## config.mk

```make
export PLATFORM = sky130hd
export DESIGN_NAME = wb_arbiter
export DESIGN_NICKNAME = d
export VERILOG_FILES = /design/src/rtl/wb_arbiter_pkg.sv /design/src/rtl/wb_ld_fifo.sv /design/src/rtl/wb_arbiter.sv
export SDC_FILE = /design/constraint.sdc
export NUM_CORES = 1
export LEC_CHECK = 0
export ABC_CLOCK_PERIOD_IN_PS = 3400
export CORE_ASPECT_RATIO = 0.8
export CORE_MARGIN = 10
export CORE_UTILIZATION = 51
export CTS_CLUSTER_DIAMETER = 80
export DETAILED_ROUTE_END_ITERATION = 10
export DONT_BUFFER_PORTS = 1
export GPL_TIMING_DRIVEN = 0
export PLACE_DENSITY = 0.76
export SLEW_MARGIN = 25
export SYNTH_ARGS = -nofsm -noshare
export SYNTH_HDL_FRONTEND = slang
export SYNTH_SLANG_ARGS = --single-unit
```

## constraint.sdc

```tcl
create_clock -name clk -period 3.4 [get_ports clk]
set_clock_uncertainty 0.1 [all_clocks]
set_input_delay 0.85 -clock clk [delete_from_list [all_inputs] [get_ports clk]]
set_output_delay 0.85 -clock clk [all_outputs]
set_load 0.02 [all_outputs]
```

## src/rtl/wb_arbiter_pkg.sv

```systemverilog
// Shared definitions for the write-back arbiter: core register geometry,
// write-source encoding and the per-cycle source selection rule.
package wb_arbiter_pkg;

  // Core-wide register file geometry shared with the rest of the pipeline.
  localparam int CORE_REG_WIDTH      = 32;
  localparam int CORE_REG_ADDR_WIDTH = 5;

  // Which result (if any) drives the register-file write this cycle.
  typedef enum logic [1:0] {
    WB_SRC_NONE = 2'd0,
    WB_SRC_ALU  = 2'd1,
    WB_SRC_LD   = 2'd2
  } wb_src_e;

  // The load FIFO wins when it is full (so loads cannot starve) or when the
  // ALU has nothing to offer; otherwise the ALU result goes first.
  function automatic wb_src_e wb_select(input logic fifo_full,
                                        input logic fifo_empty,
                                        input logic alu_valid);
    wb_src_e src;
    if (fifo_full || !alu_valid) begin
      if (!fifo_empty) begin
        src = WB_SRC_LD;
      end else begin
        src = WB_SRC_NONE;
      end
    end else begin
      src = WB_SRC_ALU;
    end
    return src;
  endfunction

endpackage

```

## src/rtl/wb_ld_fifo.sv

```systemverilog
// Load-result FIFO: synchronous, first-word fall-through (the head entry is
// visible on pop_data whenever empty is low), with full and empty flags.
// DEPTH must be a power of two; pointers carry one extra wrap bit.
module wb_ld_fifo
  import wb_arbiter_pkg::*;
#(
  parameter int WIDTH = 37,
  parameter int DEPTH = 2
) (
  input  logic             clk,
  input  logic             rst_n,
  input  logic             push,
  input  logic [WIDTH-1:0] push_data,
  input  logic             pop,
  output logic [WIDTH-1:0] pop_data,
  output logic             full,
  output logic             empty
);

  localparam int AW = (DEPTH > 1) ? $clog2(DEPTH) : 1;
  localparam logic [AW:0] PTR_ONE = {{AW{1'b0}}, 1'b1};

  logic [WIDTH-1:0] mem_r [DEPTH];
  logic [AW:0]      wr_ptr_r;
  logic [AW:0]      rd_ptr_r;
  logic             do_push_s;
  logic             do_pop_s;

  assign empty     = (wr_ptr_r == rd_ptr_r);
  assign full      = (wr_ptr_r[AW] != rd_ptr_r[AW]) &&
                     (wr_ptr_r[AW-1:0] == rd_ptr_r[AW-1:0]);
  assign pop_data  = mem_r[rd_ptr_r[AW-1:0]];
  assign do_push_s = push & ~full;
  assign do_pop_s  = pop & ~empty;

  // Advance read/write pointers; reset empties the FIFO.
  always_ff @(posedge clk or negedge rst_n) begin
    if (!rst_n) begin
      wr_ptr_r <= {(AW+1){1'b0}};
      rd_ptr_r <= {(AW+1){1'b0}};
    end else begin
      if (do_push_s) begin
        wr_ptr_r <= wr_ptr_r + PTR_ONE;
      end
      if (do_pop_s) begin
        rd_ptr_r <= rd_ptr_r + PTR_ONE;
      end
    end
  end

  // Storage array; contents need no reset because the pointers gate them.
  always_ff @(posedge clk) begin
    if (do_push_s) begin
      mem_r[wr_ptr_r[AW-1:0]] <= push_data;
    end
  end

endmodule

```

## src/rtl/wb_arbiter.sv

```systemverilog
// Write-back arbiter: merges ALU and load results onto the single register
// file write port, buffers loads in a small FIFO, and keeps a per-register
// busy scoreboard for issue-time hazard checks.
module wb_arbiter
  import wb_arbiter_pkg::*;
#(
  parameter int REG_WIDTH      = CORE_REG_WIDTH,
  parameter int REG_ADDR_WIDTH = CORE_REG_ADDR_WIDTH,
  parameter int LD_DEPTH       = 2
) (
  input  logic                      clk,
  input  logic                      rst_n,
  input  logic                      iss_valid,
  input  logic [REG_ADDR_WIDTH-1:0] iss_rd,
  input  logic [REG_ADDR_WIDTH-1:0] rs1_addr,
  input  logic [REG_ADDR_WIDTH-1:0] rs2_addr,
  output logic                      rs1_busy,
  output logic                      rs2_busy,
  input  logic                      alu_valid,
  input  logic [REG_ADDR_WIDTH-1:0] alu_rd,
  input  logic [REG_WIDTH-1:0]      alu_data,
  output logic                      alu_ready,
  input  logic                      ld_valid,
  input  logic [REG_ADDR_WIDTH-1:0] ld_rd,
  input  logic [REG_WIDTH-1:0]      ld_data,
  output logic                      ld_ready,
  output logic                      reg_wen,
  output logic [REG_ADDR_WIDTH-1:0] reg_w_addr,
  output logic [REG_WIDTH-1:0]      reg_w_data
);

  localparam int NUM_REGS = 2 ** REG_ADDR_WIDTH;
  localparam int LD_WIDTH = REG_ADDR_WIDTH + REG_WIDTH;
  localparam logic [REG_ADDR_WIDTH-1:0] RD_ZERO   = {REG_ADDR_WIDTH{1'b0}};
  localparam logic [REG_WIDTH-1:0]      DATA_ZERO = {REG_WIDTH{1'b0}};
  localparam logic [NUM_REGS-1:0]       MASK_ZERO = {NUM_REGS{1'b0}};
  localparam logic [NUM_REGS-1:0]       BIT0_MASK = {{(NUM_REGS-1){1'b0}}, 1'b1};

  // Scoreboard
  logic [NUM_REGS-1:0]       busy_r;
  logic [NUM_REGS-1:0]       busy_nxt_s;
  logic [NUM_REGS-1:0]       set_mask_s;
  logic [NUM_REGS-1:0]       clr_mask_s;

  // Load FIFO
  logic                      fifo_push_s;
  logic                      fifo_pop_s;
  logic                      fifo_full_s;
  logic                      fifo_empty_s;
  logic [LD_WIDTH-1:0]       fifo_head_s;
  logic                      accept_s;

  // Selection
  wb_src_e                   src_s;
  logic                      sel_valid_s;
  logic [REG_ADDR_WIDTH-1:0] sel_rd_s;
  logic [REG_WIDTH-1:0]      sel_data_s;

  // Output register
  logic                      reg_wen_r;
  logic [REG_ADDR_WIDTH-1:0] reg_w_addr_r;
  logic [REG_WIDTH-1:0]      reg_w_data_r;

  // Both producers are held off while reset is asserted; outside reset they
  // can be accepted whenever the load FIFO has room (the ALU is only
  // selected in exactly that case).
  assign accept_s    = rst_n & ~fifo_full_s;
  assign alu_ready   = accept_s;
  assign ld_ready    = accept_s;
  assign fifo_push_s = ld_valid & accept_s;

  wb_ld_fifo #(
    .WIDTH (LD_WIDTH),
    .DEPTH (LD_DEPTH)
  ) u_ld_fifo (
    .clk       (clk),
    .rst_n     (rst_n),
    .push      (fifo_push_s),
    .push_data ({ld_rd, ld_data}),
    .pop       (fifo_pop_s),
    .pop_data  (fifo_head_s),
    .full      (fifo_full_s),
    .empty     (fifo_empty_s)
  );

  // Pick this cycle's write candidate and pop the FIFO head when it is chosen.
  always_comb begin
    src_s       = wb_select(fifo_full_s, fifo_empty_s, alu_valid);
    sel_valid_s = 1'b0;
    sel_rd_s    = RD_ZERO;
    sel_data_s  = DATA_ZERO;
    fifo_pop_s  = 1'b0;
    case (src_s)
      WB_SRC_ALU: begin
        sel_valid_s = 1'b1;
        sel_rd_s    = alu_rd;
        sel_data_s  = alu_data;
      end
      WB_SRC_LD: begin
        sel_valid_s = 1'b1;
        sel_rd_s    = fifo_head_s[LD_WIDTH-1:REG_WIDTH];
        sel_data_s  = fifo_head_s[REG_WIDTH-1:0];
        fifo_pop_s  = 1'b1;
      end
      WB_SRC_NONE: begin
        sel_valid_s = 1'b0;
      end
      default: begin
        sel_valid_s = 1'b0;
      end
    endcase
  end

  // Register the selected result; x0 results complete silently and the
  // address/data outputs keep their previous values whenever no write occurs.
  always_ff @(posedge clk or negedge rst_n) begin
    if (!rst_n) begin
      reg_wen_r    <= 1'b0;
      reg_w_addr_r <= RD_ZERO;
      reg_w_data_r <= DATA_ZERO;
    end else begin
      if (sel_valid_s && (sel_rd_s != RD_ZERO)) begin
        reg_wen_r    <= 1'b1;
        reg_w_addr_r <= sel_rd_s;
        reg_w_data_r <= sel_data_s;
      end else begin
        reg_wen_r    <= 1'b0;
      end
    end
  end

  // Next busy vector: clear the register being written, then apply the
  // issue so a same-cycle set wins; register 0 is never marked busy.
  always_comb begin
    set_mask_s = MASK_ZERO;
    clr_mask_s = MASK_ZERO;
    if (iss_valid && (iss_rd != RD_ZERO)) begin
      set_mask_s = BIT0_MASK << iss_rd;
    end else begin
      set_mask_s = MASK_ZERO;
    end
    if (reg_wen_r) begin
      clr_mask_s = BIT0_MASK << reg_w_addr_r;
    end else begin
      clr_mask_s = MASK_ZERO;
    end
    busy_nxt_s = ((busy_r & ~clr_mask_s) | set_mask_s) & ~BIT0_MASK;
  end

  // Scoreboard state.
  always_ff @(posedge clk or negedge rst_n) begin
    if (!rst_n) begin
      busy_r <= MASK_ZERO;
    end else begin
      busy_r <= busy_nxt_s;
    end
  end

  assign rs1_busy   = (rs1_addr != RD_ZERO) & busy_r[rs1_addr];
  assign rs2_busy   = (rs2_addr != RD_ZERO) & busy_r[rs2_addr];
  assign reg_wen    = reg_wen_r;
  assign reg_w_addr = reg_w_addr_r;
  assign reg_w_data = reg_w_data_r;

endmodule

```

* Yosys cells after proc, flatten, opt, wreduce, memory -nomap -nowiden *
Memories as Yosys holds them, arrays and structs flattened.
Cells that the tools add are included.
W data, S select, Z words.

word-level totals
  logic and storage cells = 54
  output and inout bits = 42
  bits of input ports = 94
  memory bits (writable) = 74
  memories kept = 1
  register bits after elaboration = 73

cells by class
  add/sub/neg operators = 2
  magnitude comparators = 2
  mux-type cells = 15
  bitwise logic cells = 11
  reduce and logical (&&, ||, !) cells = 10
  shift-type cells = 2
  equality and inequality tests = 5

memory list
  name             words  width  read ports  clocked after Yosys merged registers in  wr ports  line              RTL
  u_ld_fifo.mem_r  2      37     1           0                                        1         wb_ld_fifo.sv:23  logic [WIDTH-1:0] mem_r [DEPTH];

operator list
  operator                count
  $mux W32                2
  $pmux W32 S2            1
  $shl A1 B5 Y32 const A  2
  $and A32 B32 Y32        1
  $not A32 Y32            1
  $or A32 B32 Y32         1
  $reduce_bool A5 Y1      4
  $lt A5 B6 Y1 const B    2
  $bmux W1 S5             2
  $pmux W5 S2             1
  $mux W1                 7
  $and A1 B1 Y1           6
  $add A2 B1 Y2 const B   2
  $mux W2                 2
  $logic_and A1 B1 Y1     3
  $eq A2 B1 Y1 const B    1
  $eq A2 B2 Y1            1
  $eq A2 B2 Y1 const B    1
  $not A1 Y1              2
  $reduce_or A2 Y1        1
  $eq A1 B1 Y1            1
  $logic_not A1 Y1        1
  $logic_or A1 B1 Y1      1
  $ne A1 B1 Y1            1

* Depth between registers and ports, before layout *
Gate-level depths: netlist of run 1.

  word-level depth = 9
  gate-level depth with buffers = 8
  depth with buffers taken out = 5

* Cells and area by module *
Synthesis of run 1 repeated with hierarchy kept, for this count alone.

unflattened totals
  cell total of the unflattened synthesis = 485
  area, all modules = 6,722.7 µm²

by module, submodules not included
  module      instances  cells an instance  area each (µm²)  sequential area each (µm²)
  wb_arbiter  1          342                3,761.1          1,726.7
  wb_ld_fifo  1          143                2,961.6          2,322.2

* Worst setup path before layout of run 1 *
Ideal clock, no wire load.

  kind = input port to flip-flop
  start = in rst_n
  end = mem u_ld_fifo.mem_r[0][0], enable pin
  buffers on the path = 0
  stages = 3
  arrival time = 3,292 ps
  setup time = 431 ps
  slack = -424 ps
  cells stage by stage = a21boi_0 nand2_1 nor2_1

on the way
  word-level cells in the longest chain between the ends = 5

RTL lines
  what                           line              RTL
  start, declared                wb_arbiter.sv:12  input logic rst_n,
  $and A1 B1 Y1                  wb_arbiter.sv:67  assign accept_s = rst_n & ~fifo_full_s;
  $and A1 B1 Y1                  wb_arbiter.sv:70  assign fifo_push_s = ld_valid & accept_s;
  $and A1 B1 Y1                  wb_ld_fifo.sv:33  assign do_push_s = push & ~full;
  $mux W1                        wb_ld_fifo.sv:53  if (do_push_s) begin
  $mux W1 (implied by the code)  wb_ld_fifo.sv:54  mem_r[wr_ptr_r[AW-1:0]] <= push_data;
  end, declared                  wb_ld_fifo.sv:23

No other way between the ends.

* Final worst setup path of run 1 *
  start = in rs2_addr[1]
  end = out rs2_busy

on the way
  word-level cells in the longest chain between the ends = 3
  elaborated cells on any way between the ends = 4

RTL lines
  what                           line               RTL
  start, declared                wb_arbiter.sv:16   input logic [REG_ADDR_WIDTH-1:0] rs2_addr,
  $bmux W1 S5                    wb_arbiter.sv:160  assign rs2_busy = (rs2_addr != RD_ZERO) & busy_r[rs2_addr];
  $mux W1 (implied by the code)  wb_arbiter.sv:160
  $and A1 B1 Y1 *                wb_arbiter.sv:160
  end, declared                  wb_arbiter.sv:18   output logic rs2_busy,

Mark *: on every way between the ends. The rest lies on a longest branch, timed or not. The select of a mux whose other input is x is not followed.

==> out/qor.yml, run 1 <==
n_fill_cell: 928
die_area_um2: 17290
path_buf_inv: 1
cts_max_level: 4
met3_length_mm: 2.018
drive_above_1_share_pct: 17.09
p_leak_uw: 0.002679
hold_violations: 0
worst-setup-path-type: "input pin to primary output"
setup_viol: 0
worst_pin_slew_ns: 0.9767
grt_pass1_wl_mm: 24.42
dr_wl_met2_mm: 7.734
clockBufferDepth: 2
regToRegStartpoint: "u_ld_fifo.wr_ptr_r[0]"
grt_use_total_pct: 18.64
reg2regPathDepth: 6
overflow: 0
area_growth_pct: 13.56
critPathSlowestCell: "mux4_2"
cts_root_buf: "clkbuf_16"
cp-end-kind: "primary output"
worstSkewPairLatency_ns: 0.43
ys_seq_area_share_pct: 63.98
top_layer_used: "met4"
synth_area_leaders: "edfxtp_1, dfrtp_1, mux2i_1"
yosys.cell_types.count: 48
routed_wl_mm: 15.80
cp.arrival_ns: 2.39
drc_errors: 0
grt_max_degree: 75
multi_input_area_um2: 2003
cp_num_cells: 4
tritoncts: "done"
wl_met1_mm: 5.838
dp_hpwl_mm: 11.48
drt_iter0_drc: 411
vias: 4046
fin_crit_sh_pct: 98.23
netlist_instances: 440
via_per_inst: 6.463
routabilityCongestion: 0.9215
crit_fanout: 6
min-delay-path-class: "input pin to asynchronous set/reset pin"
endpoint: "rs2_busy"
port_buffers: 0
crit_family: "multiplexers"
cts_sinks: 147
powerDensity_nw_per_um2: 1057
status: "complete, no violations"
io-pin-count: 136
register_area_um2: 4049
core-area_um2: 12160
die_w_um: 144.5
post-place-ws_ns: -0.09913
crit_chain: "clkbuf_8 -> mux4_2 -> mux4_2 -> a221o_1"
relSlewSlack_pct: 34.30
ant_nets: 0
synth_area_um2: 6329
synth_top_cell_area_share_pct: 35.11
fin_util_pct: 59.09
grt_pass1_vias: 4257
period_needed_ns: 3.340
crit_start: "rs2_addr[1]"
synth_warnings: 0
syn_avg_cell_area_um2: 14.38
initial_core_util_pct: 52.04
dieHeight_um: 119.6
synth_nets: 534
cts_inserted_buffers: 17
antenna_found_initial: 0
mostFrequentLayoutCells: "edfxtp_1, dfrtp_1, o21ai_0"
regToRegEndpoint: "u_ld_fifo.mem_r[0][9]"
wl_per_cell_um: 25.24
mostFrequentLayoutCell: "edfxtp_1"
rsz0062_at_grt: "false"
ys_ff_latch: 147
cpPeakStageDelay_ns: 0.51
slew_viol_final: 0
peakVddDrop_uv: 686.2
crit_top_cell: "mux4_2"
yosys.area.top_type: "edfxtp_1"
ctsHoldBuffers: 0
antenna_cells: 0
worstPathRequired_ns: 2.45
dr.pass1.iters: 6
critPathLaunchType: "input pin"
clk_pin_slew_ns: 0.06
setup_slack_ns: 0.06032
r2r_slack_ns: 0.45
drv_cap: 0
fmax_ghz: 0.2994
nNetsFinal: 555
fp-row-count: 36
[report_power, final]
group | leakage (uW) | switching [uW] | total (uW) | internal [uW]
registers | 0.00154 | 754 | 3260 | 2500
clock network | 0.000286 | 710 | 1850 | 1140
logic | 0.000854 | 1350 | 2490 | 1140
[how the worst min path moves through the flow]
| stage | from | end | cells after the start |
|---|---|---|---|
| after global routing | rst_n | busy_r[15] | 0 |
| after floorplan | busy_r[28] | busy_r[28] | 2 |
| after detailed placement | u_ld_fifo.rd_ptr_r[1] | u_ld_fifo.rd_ptr_r[1] | 1 |
| after CTS | rst_n | reg_w_data[1] | 0 |
| final | rst_n | busy_r[15] | 0 |
| after global placement | u_ld_fifo.rd_ptr_r[1] | u_ld_fifo.rd_ptr_r[1] | 1 |
[cell type report]
| cell class | instances | share of cell area, % |
|---|---|---|
| Buffer | 21 | 2.176 |
| Clock buffer | 21 | 6.546 |
| Clock inverter | 11 | 1.776 |
| Inverter | 38 | 1.985 |
| Multi-Input combinational cell | 234 | 27.87 |
| Sequential cell | 147 | 56.34 |
| Tap cell | 152 | 2.646 |
| Timing Repair Buffer | 2 | 0.6616 |
[layer usage]
layer / vias to the layer above / global-route usage (%)
li1: 1757 / -
met1: 2076 / 21.88
met2: 191 / 28.93
met3: 22 / 9.539
met4: 0 / 6.494
met5: - / 0
[worst register-to-register path: cells and delay by family (launching register included)]
| kind | cells | cell delay (ns) |
|---|---|---|
| flip-flops | 1 | 0.35 |
| AND/OR/NAND/NOR | 2 | 0.78 |
| buffers and inverters | 2 | 0.44 |
| AO/OA/AOI/OAI | 1 | 0.79 |
| XOR/XNOR | 1 | 0.19 |
[Yosys cell counts, drive strengths merged]
cell / number
edfxtp: 74
dfrtp: 73
o21ai: 64
mux2i: 41
inv: 38
a222oi: 32
mux4: 15
clkbuf: 12
nor2: 10
buf: 9
nand2: 8
nand2b: 8
or2: 8
a21oi: 5
a221o: 5
nand3b: 5
a211oi: 3
nand3: 3
xor2: 3
nand4b: 2
nor3b: 2
o2bb2ai: 2
or4: 2
xnor2: 2
a21boi: 1
a21o: 1
a31oi: 1
a41oi: 1
and3: 1
mux2: 1
nand4: 1
nor2b: 1
o21bai: 1
o22ai: 1
o311ai: 1
or3: 1
or3b: 1
or4b: 1
[kinds of logic after synthesis]
logic type | synth area share [%]
AOI/OAI and AO/OA | 13.15
xor gates and xnor gates | 0.9294
buffers and inverters | 4.508
DFF | 63.98
muxes | 12.20
and+or+nand+nor | 5.240
[through the flow]
stage               power (uW)  TNS [ns]  std cells  hold slack [ns]  area (um^2)
floorplan                 5039         0        440           0.3810         6334
global placement          5589    -32.96        592           0.4060         6524
detailed placement        5759  -0.09913        594           0.4141         6578
CTS                       7637         0        626         0.001712         7187
global route              7998         0        626         0.006420         7187
finish                    7595         0        626          0.02103         7187
[sequential cells by signal, summed over array words and instances (netlist names)]
register            count
u_ld_fifo.mem_r        74
reg_wen                 1
reg_w_data             32
u_ld_fifo.wr_ptr_r      2
reg_w_addr              5
busy_r                 31
u_ld_fifo.rd_ptr_r      2
[timing repair]
item | in CTS | in global routing
setup endpoints to repair | 2 | 1
pin swaps | 1 | 0
resized for setup | 4 | 1
setup buffers | 0 | 0
Power figures use the tool's default switching activity.
==> run 2, diff against run 1 <==
Settings changed: ABC_AREA set to 1.
==> run 2 against run 1 <==
Compared with the run above:
- count of clock-buffer cells in the layout fell by 3
- maximum frequency rose by 4.1%
- non-clock buffer count rose by 21
- worst setup slack improved by 0.13 ns
- critical path depth rose by 5
- final area rose by 8.1%
- die area rose by 7.4%
- synthesized cell count rose by 69%
- combinational power rose by 14%
- area after synthesis rose by 8.8%
- utilization rose by 0.41 points
- sequential share of layout area fell by 4.2 points
- largest power group unchanged
==> out/qor.yml, run 2 <==
wl_per_cell_um: 19.95  # -21%
synth_nets: 839  # +57%
grt_pass1_vias: 5322  # +25%
yosys-top-cells-count: "nand2_1, o21ai_0, edfxtp_1, dfrtp_1, nand3_1"
internal_power_uw: 4612  # -3.5%
relSlewSlack_pct: 62.65  # +28 points
ys.flop_type: "edfxtp_1"
fp-row-count: 37  # +2.8%
peakVddDrop_uv: 497.7  # -27%
initial_core_util_pct: 52.72  # +0.68 points
area_growth_pct: 12.87
core-area_um2: 13060  # +7.3%
async_reset_ff_share_pct: 49.66  # unchanged
worst_pin_slew_ns: 0.5589  # -0.4178 ns
yosys.area.top_type: "edfxtp_1"
fin_crit_sh_pct: 94.37  # -3.9 points
seqPwrFrac_pct: 40.2  # -2.7 points
grt_max_degree: 75  # unchanged
die_w_um: 149.9  # +3.7%
worstPathRequired_ns: 2.45  # about the same
dp_hpwl_mm: 14.03  # +22%
ant_nets: 0  # unchanged
antenna_cells: 0  # unchanged
vias: 5501  # +36%
critPathLaunchType: "input pin"
hold_violations: 0  # unchanged
worst-setup-path-type: "input pin to primary output"
postCtsSetupRepairBufs: 0  # unchanged
synth.area.mux_share_pct: 0  # -12 points
cp-end-kind: "primary output"
grt_use_total_pct: 20.72  # +2.1 points
cts_max_level: 4  # unchanged
nNetsFinal: 860  # +55%
port_buffers: 0  # unchanged
synth_area_leaders: "edfxtp_1, dfrtp_1, nand2_1"
synth_compound_area_share_pct: 8.617  # -4.5 points
crit_fanout: 10  # +4
synth_warnings: 0  # unchanged
drive_above_1_share_pct: 10.65  # -6.4 points
synth_area_um2: 6883  # +8.8%
min-delay-path-class: "input pin to asynchronous set/reset pin"
tritoncts: "done"
synth_top_cell_area_share_pct: 32.29  # -2.8 points
yosys.cell_types.count: 28  # -42%
drc_errors: 0  # unchanged
place_area_um2: 7154  # +8.8%
cp.arrival_ns: 2.26  # -0.13 ns
clk_pin_slew_ns: 0.06  # about the same
status: "complete, no violations"
fin_cells: 954  # +52%
ys_seq_area_share_pct: 58.83  # -5.2 points
fmax_ghz: 0.3117  # +4.1%
slew_viol_final: 0  # unchanged
cts_inserted_buffers: 17  # unchanged
ctsHoldBuffers: 0  # unchanged
fin_util_pct: 59.51  # +0.41 points
worstSkewPairLatency_ns: 0.42  # about the same
setup_viol: 0  # unchanged
routabilityCongestion: 0.8727  # -5.3%
switching_share_pct: 42.20  # +5.1 points
mostFrequentLayoutCell: "nand2_1"
routed_wl_mm: 19.04  # +20%
die_area_um2: 18570  # +7.4%
synth-simple-area-share_pct: 25.69  # +20 points
drt_iter0_drc: 506  # +23%
via_per_inst: 5.766  # -11%
p_comb_share_pct: 35.5  # +2.7 points
p_leak_uw: 0.003318  # +24%
period_needed_ns: 3.209  # -0.1312 ns
powerDensity_nw_per_um2: 1027  # -2.8%
io-pin-count: 136  # unchanged
overflow: 0  # unchanged
yosys.area_share.adder_pct: 0  # unchanged
clkPwrFrac_pct: 24.3  # about the same
p_switching_uw: 3367  # +20%
grt_pass1_wl_mm: 29.41  # +20%
synth.most_common_cell: "nand2_1"
dieHeight_um: 123.9  # +3.6%
clockBufferDepth: 2  # unchanged
synth_edf_count: 74  # unchanged
netlist_instances: 745  # +69%
drv_cap: 0  # unchanged
rsz0062_at_grt: "false"
mostFrequentLayoutCells: "nand2_1, o21ai_0, edfxtp_1"
cts_sinks: 147  # unchanged
dr.pass1.iters: 5  # -1
setup_tns_ns: 0  # unchanged
power_uw: 7979  # +5.1%
cts_resized: 0  # -4
ys_ff_latch: 147  # unchanged
fin_area_um2: 7769  # +8.1%
largest_register_ffs: 74  # unchanged
synth_xor_area_share_pct: 0.5090  # -0.42 points
cts_root_buf: "clkbuf_16"
syn_avg_cell_area_um2: 9.239  # -36%
synth_top_family_by_area: "simple AND/OR/NAND/NOR gates"
antenna_found_initial: 0  # unchanged
dp.cells: 922  # +55%
-- run 2: cell types whose count changed after synthesis, moves of 11 or more --
cell      previous run  this run
nand2_1              8       250
nand3_1              3        59
mux2i_1             40         0
nand4_1              1        41
a222oi_1            32         0
buf_2                3        19
o21ai_0             64        80
mux4_2              15         0
a21oi_1              5        16
nor3_1               0        11
-- run 2: path summary, 6_finish.rpt --
path,slack [ns],from,to,cells past startpoint
max in group asynchronous,3.04,rst_n,busy_r[28],0
worst max register to register,0.60,u_ld_fifo.wr_ptr_r[0],u_ld_fifo.mem_r[1][30],9
worst max-delay path,0.19,rs2_addr[0],rs2_busy,9
worst min register to register,0.40,busy_r[3],busy_r[3],2
min in group clk,0.40,busy_r[3],busy_r[3],2
worst min-delay path,0.03,rst_n,busy_r[17],0
-- run 2: logic make-up (layout without fill, tap and decap cells) --
family	count (synthesis)	count (layout)
AO/OA/AOI/OAI	112	112
XOR/XNOR	4	4
buffers and inverters	89	123
flip-flops	147	147
AND/OR/NAND/NOR	393	393
-- run 2: through the flow --
| stage | setup WS, ns | hold WS [ns] |
|---|---|---|
| global placement | -0.2446 | 0.3887 |
| global route | 0.04915 | 0.004313 |
| CTS | 0.2226 | 0.01179 |
| floorplan | 0.4168 | 0.3571 |
| detailed placement | 0.2317 | 0.3931 |
| finish | 0.1915 | 0.02906 |
-- run 2: layer usage --
metal / wire length (um) / vias up / global-route usage (%)
met2: 8886 / 241 / 32.87
met5: 0 / - / 0
met4: 354 / 0 / 7.879
met1: 7448 / 2652 / 24.00
li1: - / 2580 / -
met3: 2346 / 28 / 10.11
-- run 2: layout make-up --
class | instances | area [um^2]
Buffer | 42 | 256.5
Clock buffer | 18 | 429.2
Clock inverter | 14 | 185.2
Fill cell | 1137 | 5286
Inverter | 47 | 181.4
Multi-Input combinational cell | 509 | 2409
Sequential cell | 147 | 4049
Tap cell | 175 | 219.0
Timing Repair Buffer | 2 | 40.04
-- run 2: worst max-delay path: stages --
cell and delay (ns):
buf_2 0.16, inv_1 0.15, clkbuf_1 0.38, nor2_1 0.07, o21ai_0 0.25, nand2_1 0.08
nand3_1 0.09, nand2_1 0.05, nand2_1 0.17
-- run 2: power groups by stage --
stage | combinational [uW] | sequential (uW) | clock, uW
finish | 2830 | 3210 | 1940
CTS | 2820 | 3210 | 1960
global placement | 2670 | 3220 | 0
floorplan | 2120 | 3020 | 0
global route | 3180 | 3260 | 2030
detailed placement | 2790 | 3230 | 0
